==> src/rtl/recip_pkg.sv <==
// Shared types and constants for the reciprocal coefficient table writer.
package recip_pkg;

   typedef enum logic [1:0] {
      IDLE = 2'd0,
      DIV  = 2'd1,
      OUT  = 2'd2,
      DONE = 2'd3
   } state_t;

   localparam int DIVIDEND  = 256;
   localparam int DIV_STEPS = 9;
   localparam int ADDR_W    = 4;
   localparam int DATA_W    = 16;

   // Dividend, divisor, remainder and bit-counter widths of the divider.
   localparam int DVD_W = 9;
   localparam int DVS_W = 5;
   localparam int REM_W = 5;
   localparam int CNT_W = 4;

   localparam logic [DATA_W-1:0] SAT_VALUE = 16'd255;

endpackage

==> src/rtl/recip_divider.sv <==
// Restoring divider: DIVIDEND / divisor, one quotient bit per step, MSB first.
module recip_divider
   import recip_pkg::*;
(
   input  logic             clk,
   input  logic             rst,
   input  logic             load,
   input  logic             step,
   input  logic [DVS_W-1:0] divisor,
   output logic [DVD_W-1:0] quotient,
   output logic             last_step
);

   localparam logic [DVD_W-1:0] DVD_VEC = DVD_W'(DIVIDEND);

   logic [REM_W-1:0] rem_reg, rem_next;
   logic [DVD_W-1:0] quo_reg, quo_next;
   logic [CNT_W-1:0] cnt_reg, cnt_next;
   logic [REM_W:0]   trial;
   logic [REM_W:0]   divisor_ext;

   assign divisor_ext = (REM_W+1)'(divisor);

   always_comb begin
      rem_next = rem_reg;
      quo_next = quo_reg;
      cnt_next = cnt_reg;
      trial    = {rem_reg, DVD_VEC[cnt_reg]};
      if (load) begin
         rem_next = '0;
         quo_next = '0;
         cnt_next = CNT_W'(DIV_STEPS - 1);
      end else if (step) begin
         // The partial remainder is always below the divisor, so it fits REM_W bits.
         if (trial >= divisor_ext) begin
            rem_next = REM_W'(trial - divisor_ext);
            quo_next = {quo_reg[DVD_W-2:0], 1'b1};
         end else begin
            rem_next = REM_W'(trial);
            quo_next = {quo_reg[DVD_W-2:0], 1'b0};
         end
         cnt_next = cnt_reg - 1'b1;
      end
   end

   always_ff @(posedge clk) begin
      if (rst) begin
         rem_reg <= '0;
         quo_reg <= '0;
         cnt_reg <= '0;
      end else begin
         rem_reg <= rem_next;
         quo_reg <= quo_next;
         cnt_reg <= cnt_next;
      end
   end

   assign quotient  = quo_reg;
   assign last_step = (cnt_reg == '0);

endmodule

==> src/rtl/recip_table_writer.sv <==
// Generates floor(256/(n+1)) for n = 0..LAST_INDEX and writes it over a valid/ready port.
// Optional build macro RECIP_SAT_EN: saturate the address-0 entry to 255 instead of 256.
module recip_table_writer
   import recip_pkg::*;
#(
   parameter int LAST_INDEX = 11
) (
   input  logic              clk,
   input  logic              rst,
   input  logic              start,
   input  logic              wr_ready,
   output logic              wr_valid,
   output logic [ADDR_W-1:0] wr_addr,
   output logic [DATA_W-1:0] wr_data,
   output logic              busy,
   output logic              done
);

   state_t            state_reg, state_next;
   logic [ADDR_W-1:0] index_reg, index_next;
   logic              div_load;
   logic              div_step;
   logic              div_last;
   logic [DVD_W-1:0]  quotient;
   logic [DVS_W-1:0]  divisor;
   logic [DATA_W-1:0] entry_data;

   assign divisor = DVS_W'(index_reg) + DVS_W'(1);

   recip_divider u_divider (
      .clk       (clk),
      .rst       (rst),
      .load      (div_load),
      .step      (div_step),
      .divisor   (divisor),
      .quotient  (quotient),
      .last_step (div_last)
   );

`ifdef RECIP_SAT_EN
   assign entry_data = (index_reg == '0) ? SAT_VALUE : DATA_W'(quotient);
`else
   assign entry_data = DATA_W'(quotient);
`endif

   always_ff @(posedge clk) begin
      if (rst) begin
         state_reg <= IDLE;
         index_reg <= '0;
      end else begin
         state_reg <= state_next;
         index_reg <= index_next;
      end
   end

   always_comb begin
      state_next = state_reg;
      index_next = index_reg;
      div_load   = 1'b0;
      div_step   = 1'b0;
      wr_valid   = 1'b0;
      wr_addr    = '0;
      wr_data    = '0;
      busy       = 1'b0;
      done       = 1'b0;
      case (state_reg)
         IDLE: begin
            if (start) begin
               state_next = DIV;
               index_next = '0;
               div_load   = 1'b1;
            end
         end
         DIV: begin
            busy     = 1'b1;
            div_step = 1'b1;
            // The step taken on the counter==0 cycle produces the final quotient bit.
            if (div_last) begin
               state_next = OUT;
            end
         end
         OUT: begin
            busy     = 1'b1;
            wr_valid = 1'b1;
            wr_addr  = index_reg;
            wr_data  = entry_data;
            if (wr_ready) begin
               if (index_reg == ADDR_W'(LAST_INDEX)) begin
                  state_next = DONE;
               end else begin
                  state_next = DIV;
                  index_next = index_reg + 1'b1;
                  div_load   = 1'b1;
               end
            end
         end
         DONE: begin
            busy       = 1'b1;
            done       = 1'b1;
            state_next = IDLE;
         end
         default: begin
            state_next = IDLE;
         end
      endcase
   end

endmodule
==> config.mk <==
export PLATFORM = sky130hd
export DESIGN_NAME = recip_table_writer
export DESIGN_NICKNAME = d
export VERILOG_FILES = /design/src/rtl/recip_pkg.sv /design/src/rtl/recip_divider.sv /design/src/rtl/recip_table_writer.sv
export SDC_FILE = /design/constraint.sdc
export NUM_CORES = 1
export LEC_CHECK = 0
export CORE_UTILIZATION = 52
export CTS_CLUSTER_DIAMETER = 30
export DETAILED_ROUTE_END_ITERATION = 10
export PLACE_DENSITY_LB_ADDON = 0.1
export SLEW_MARGIN = 20
export SYNTH_ARGS = -nofsm -noshare
export SYNTH_HDL_FRONTEND = slang
export SYNTH_HIERARCHICAL = 1
export SYNTH_SLANG_ARGS = --single-unit
==> constraint.sdc <==
create_clock -name clk -period 2.9 [get_ports clk]
set_clock_uncertainty 0.15 [all_clocks]
set_input_delay 0.58 -clock clk [delete_from_list [all_inputs] [get_ports clk]]
set_output_delay 0.58 -clock clk [all_outputs]
set_load 0.05 [all_outputs]
==> results.json <==
{
  "outcome": "finished, final reports clean",
  "fin_area_sq_um": 1880,
  "async_flop_share": 0,
  "path_class": "reg -> reg",
  "synth_area_sq_um": 1510,
  "fillers": 215,
  "irDropWorstVdd_mv": 0.427,
  "cts_inserted_buffers": 3,
  "power_density_nw_per_um2": 489,
  "synth_top_cell_area_share": 0.318,
  "leakage_uw": 0.000763,
  "clkTransAtPathRegs_ns": 0.13,
  "finalPower_uw": 918,
  "syn-instance-count": 174,
  "rsz0062_at_grt": "no",
  "dp_cells": 219,
  "ctsHtreeMaxLevel": 1,
  "startpoint_type": "register",
  "routabilityCongestion": 0.915,
  "hold_class": "reg -> reg",
  "synth_commonest_cells": "dfxtp_1, nor2_1, and2_1, inv_1",
  "max_freq_mhz": 385,
  "layout-drive-gt1-share": 0.182,
  "placed_area_sq_um": 1820,
  "whs_path_depth": 2,
  "crit_buf_inv": 1,
  "hold_path_end": "u_divider/quotient[8]$_SDFFE_PP0P_",
  "max_cap_violations": 0,
  "clkSinkCount": 24,
  "period_minus_slack_ns": 2.60,
  "area_growth_pct": 24.3,
  "grt_pass1_vias": 1200,
  "synthMuxAreaShare": 0.0597,
  "synth-seq-area-share": 0.318,
  "antenna_cells": 0,
  "fin_util": 0.680,
  "yosys_most_used_dff": "dfxtp_1",
  "dieArea_sq_um": 3120,
  "path_cells": "ha_1, xor2_1, inv_1, ha_1, a21o_2, a2111oi_0, nor4_1, o21a_1",
  "fin_crit_sh": 0.896,
  "fin_setup_tns_ns": 0,
  "busiest_layer": "met2",
  "cp_max_fo": 6,
  "cp-startpoint": "index_reg[0]$_SDFFE_PP0P_",
  "synthAdderAreaFrac": 0.0713,
  "die_h_um": 55.9,
  "ff2ff_setup_slack_ns": 0.30,
  "max_stage_delay_ns": 0.56,
  "grt_pass1_wl_mm": 5.43,
  "ioPinCount": 27,
  "crit_path_frequent_cell": "ha_1",
  "overflow": 0,
  "synth_seq_cells": 24,
  "antenna_left": 0,
  "setup_viol_count_final": 0,
  "tightest_slew_ns": 0.568,
  "vias_per_cell": 5.70,
  "grt_max_degree": 27,
  "port_buffers": 19,
  "synth_area_leaders": "dfxtp_1, mux2i_1, ha_1, and2_1, nor2_1",
  "post_cts_resized": 0,
  "antenna_found_initial": 0,
  "firstDrtPassIters": 5,
  "hold_buffers": 0,
  "drv_slew": 0,
  "hpwlAfterDp_mm": 2.21,
  "finalHoldViolations": 0,
  "met1_usage": 0.287,
  "clk_latency_ns": 0.31,
  "syn_avg_cell_area_sq_um": 8.67,
  "post-cts-setup-buffers": 0,
  "r2r-start": "index_reg[0]$_SDFFE_PP0P_",
  "coreArea_sq_um": 2760,
  "grt_use_met2": 0.343,
  "synth.most_common_cell": "dfxtp_1",
  "wl_per_cell_um": 13.7,
  "end_kind": "register",
  "initial_core_util": 0.547,
  "synth_edf_count": 0,
  "routed_wl_mm": 3.06,
  "cp_slowest_cell": "a2111oi_0",
  "slew_headroom": 0.612,
  "dr_total_vias": 1272,
  "synth-compound-area-share": 0.157,
  "yosys.area_share.simple": 0.265,
  "arrival_ns": 2.67,
  "largest_reg_flops": 9,
  "regToRegEndpoint": "u_divider/rem_reg[4]$_SDFFE_PP0P_",
  "synth_cell_types": 53,
  "rr_worst_depth": 8,
  "cpLargestDelayFamily": "compound AO/OA/AOI/OAI gates",
  "die_w_um": 55.9,
  "placementRows": 19,
  "track_usage": 0.216,
  "post-route-drc-count": 0,
  "cts_tree": "yes",
  "stdcell_count": 223,
  "yosys_warnings": 6,
  "clockRootBuffer": "clkbuf_4",
  "fin_nets": 205,
  "gr-usage-met3": 0.0372,
  "clockBufferDepth": 2,
  "crit_required_ns": 2.98,
  "synthXorXnorAreaFrac": 0.0348,
  "yosysTopAreaCell": "dfxtp_1",
  "hold_path.startpoint": "u_divider/quotient[8]$_SDFFE_PP0P_",
  "synth_top_family_by_area": "simple AND/OR/NAND/NOR gates",
  "drt_iter0_drc": 52
}
==> tightest hold or removal path, cell delays in order, from the launching register on <==
cell and delay, ns:
dfxtp_1 0.34, mux2i_1 0.06, nor2_1 0.08
==> worst max-delay path by stage <==
stage	to	slack (ns)	depth (start not counted)
2_1_floorplan	wr_addr[0]	0.37	3
3_3_place_gp	u_divider/rem_reg[0]$_SDFFE_PP0P_	0.40	7
3_5_place_dp	u_divider/rem_reg[0]$_SDFFE_PP0P_	0.35	7
4_1_cts	wr_data[2]	0.33	4
5_1_grt	u_divider/rem_reg[4]$_SDFFE_PP0P_	0.15	8
6_report	u_divider/rem_reg[4]$_SDFFE_PP0P_	0.30	8
==> through the flow <==
stage / hold WS, ns / worst slack (ns)
3_3_place_gp: 0.319 / 0.403
6_report: 0.367 / 0.303
5_1_grt: 0.392 / 0.155
4_1_cts: 0.368 / 0.330
3_5_place_dp: 0.347 / 0.347
2_1_floorplan: 0.302 / 0.369
==> placed cells by master, fill, tap and decap left out, drive strengths merged, types with 2 or more instances in the layout <==
| cell type | instances |
|---|---|
| a2111oi | 2 |
| a211oi | 2 |
| a21o | 3 |
| a21oi | 2 |
| a31oi | 3 |
| and2 | 14 |
| and3 | 2 |
| and3b | 2 |
| buf | 17 |
| clkbuf | 3 |
| clkdlybuf4s50 | 5 |
| conb | 7 |
| dfxtp | 24 |
| ha | 7 |
| inv | 13 |
| mux2i | 9 |
| nand2 | 4 |
| nand3 | 9 |
| nor2 | 19 |
| nor2b | 2 |
| nor3 | 4 |
| o211ai | 2 |
| o21a | 2 |
| o21ai | 8 |
| or2 | 3 |
| or3b | 3 |
| xnor2 | 3 |
| xor2 | 3 |
==> routing by layer <==
metal | routed length (um) | up-vias
li1 | - | 636
met5 | 0 | -
met4 | 65 | 0
met1 | 1430 | 587
met3 | 128 | 8
met2 | 1440 | 41
==> report_power, final <==
part | total [uW] | switching [uW] | internal (uW)
logic | 309 | 192 | 117
registers | 368 | 19.8 | 349
clock network | 240 | 100 | 140
==> area by class of cell <==
cell class,count,area [sq um],area share
multi-input combinational,129,915,0.488
sequential,24,480,0.256
timing repair buffer,22,340,0.181
inverter,13,48.8,0.0260
tap,31,38.8,0.0207
clock inverter,1,30.0,0.0160
clock buffer,3,22.5,0.0120
==> cell families (layout without fill, tap and decap cells) <==
group / Yosys count / after routing
other cells: 1 / 7
mux: 9 / 9
xor+xnor: 6 / 6
simple gates: 69 / 69
fa+ha+maj: 8 / 8
flops: 24 / 24
compound gates: 30 / 30
buf+inv: 27 / 39
(Power assumes the default switching activity.)
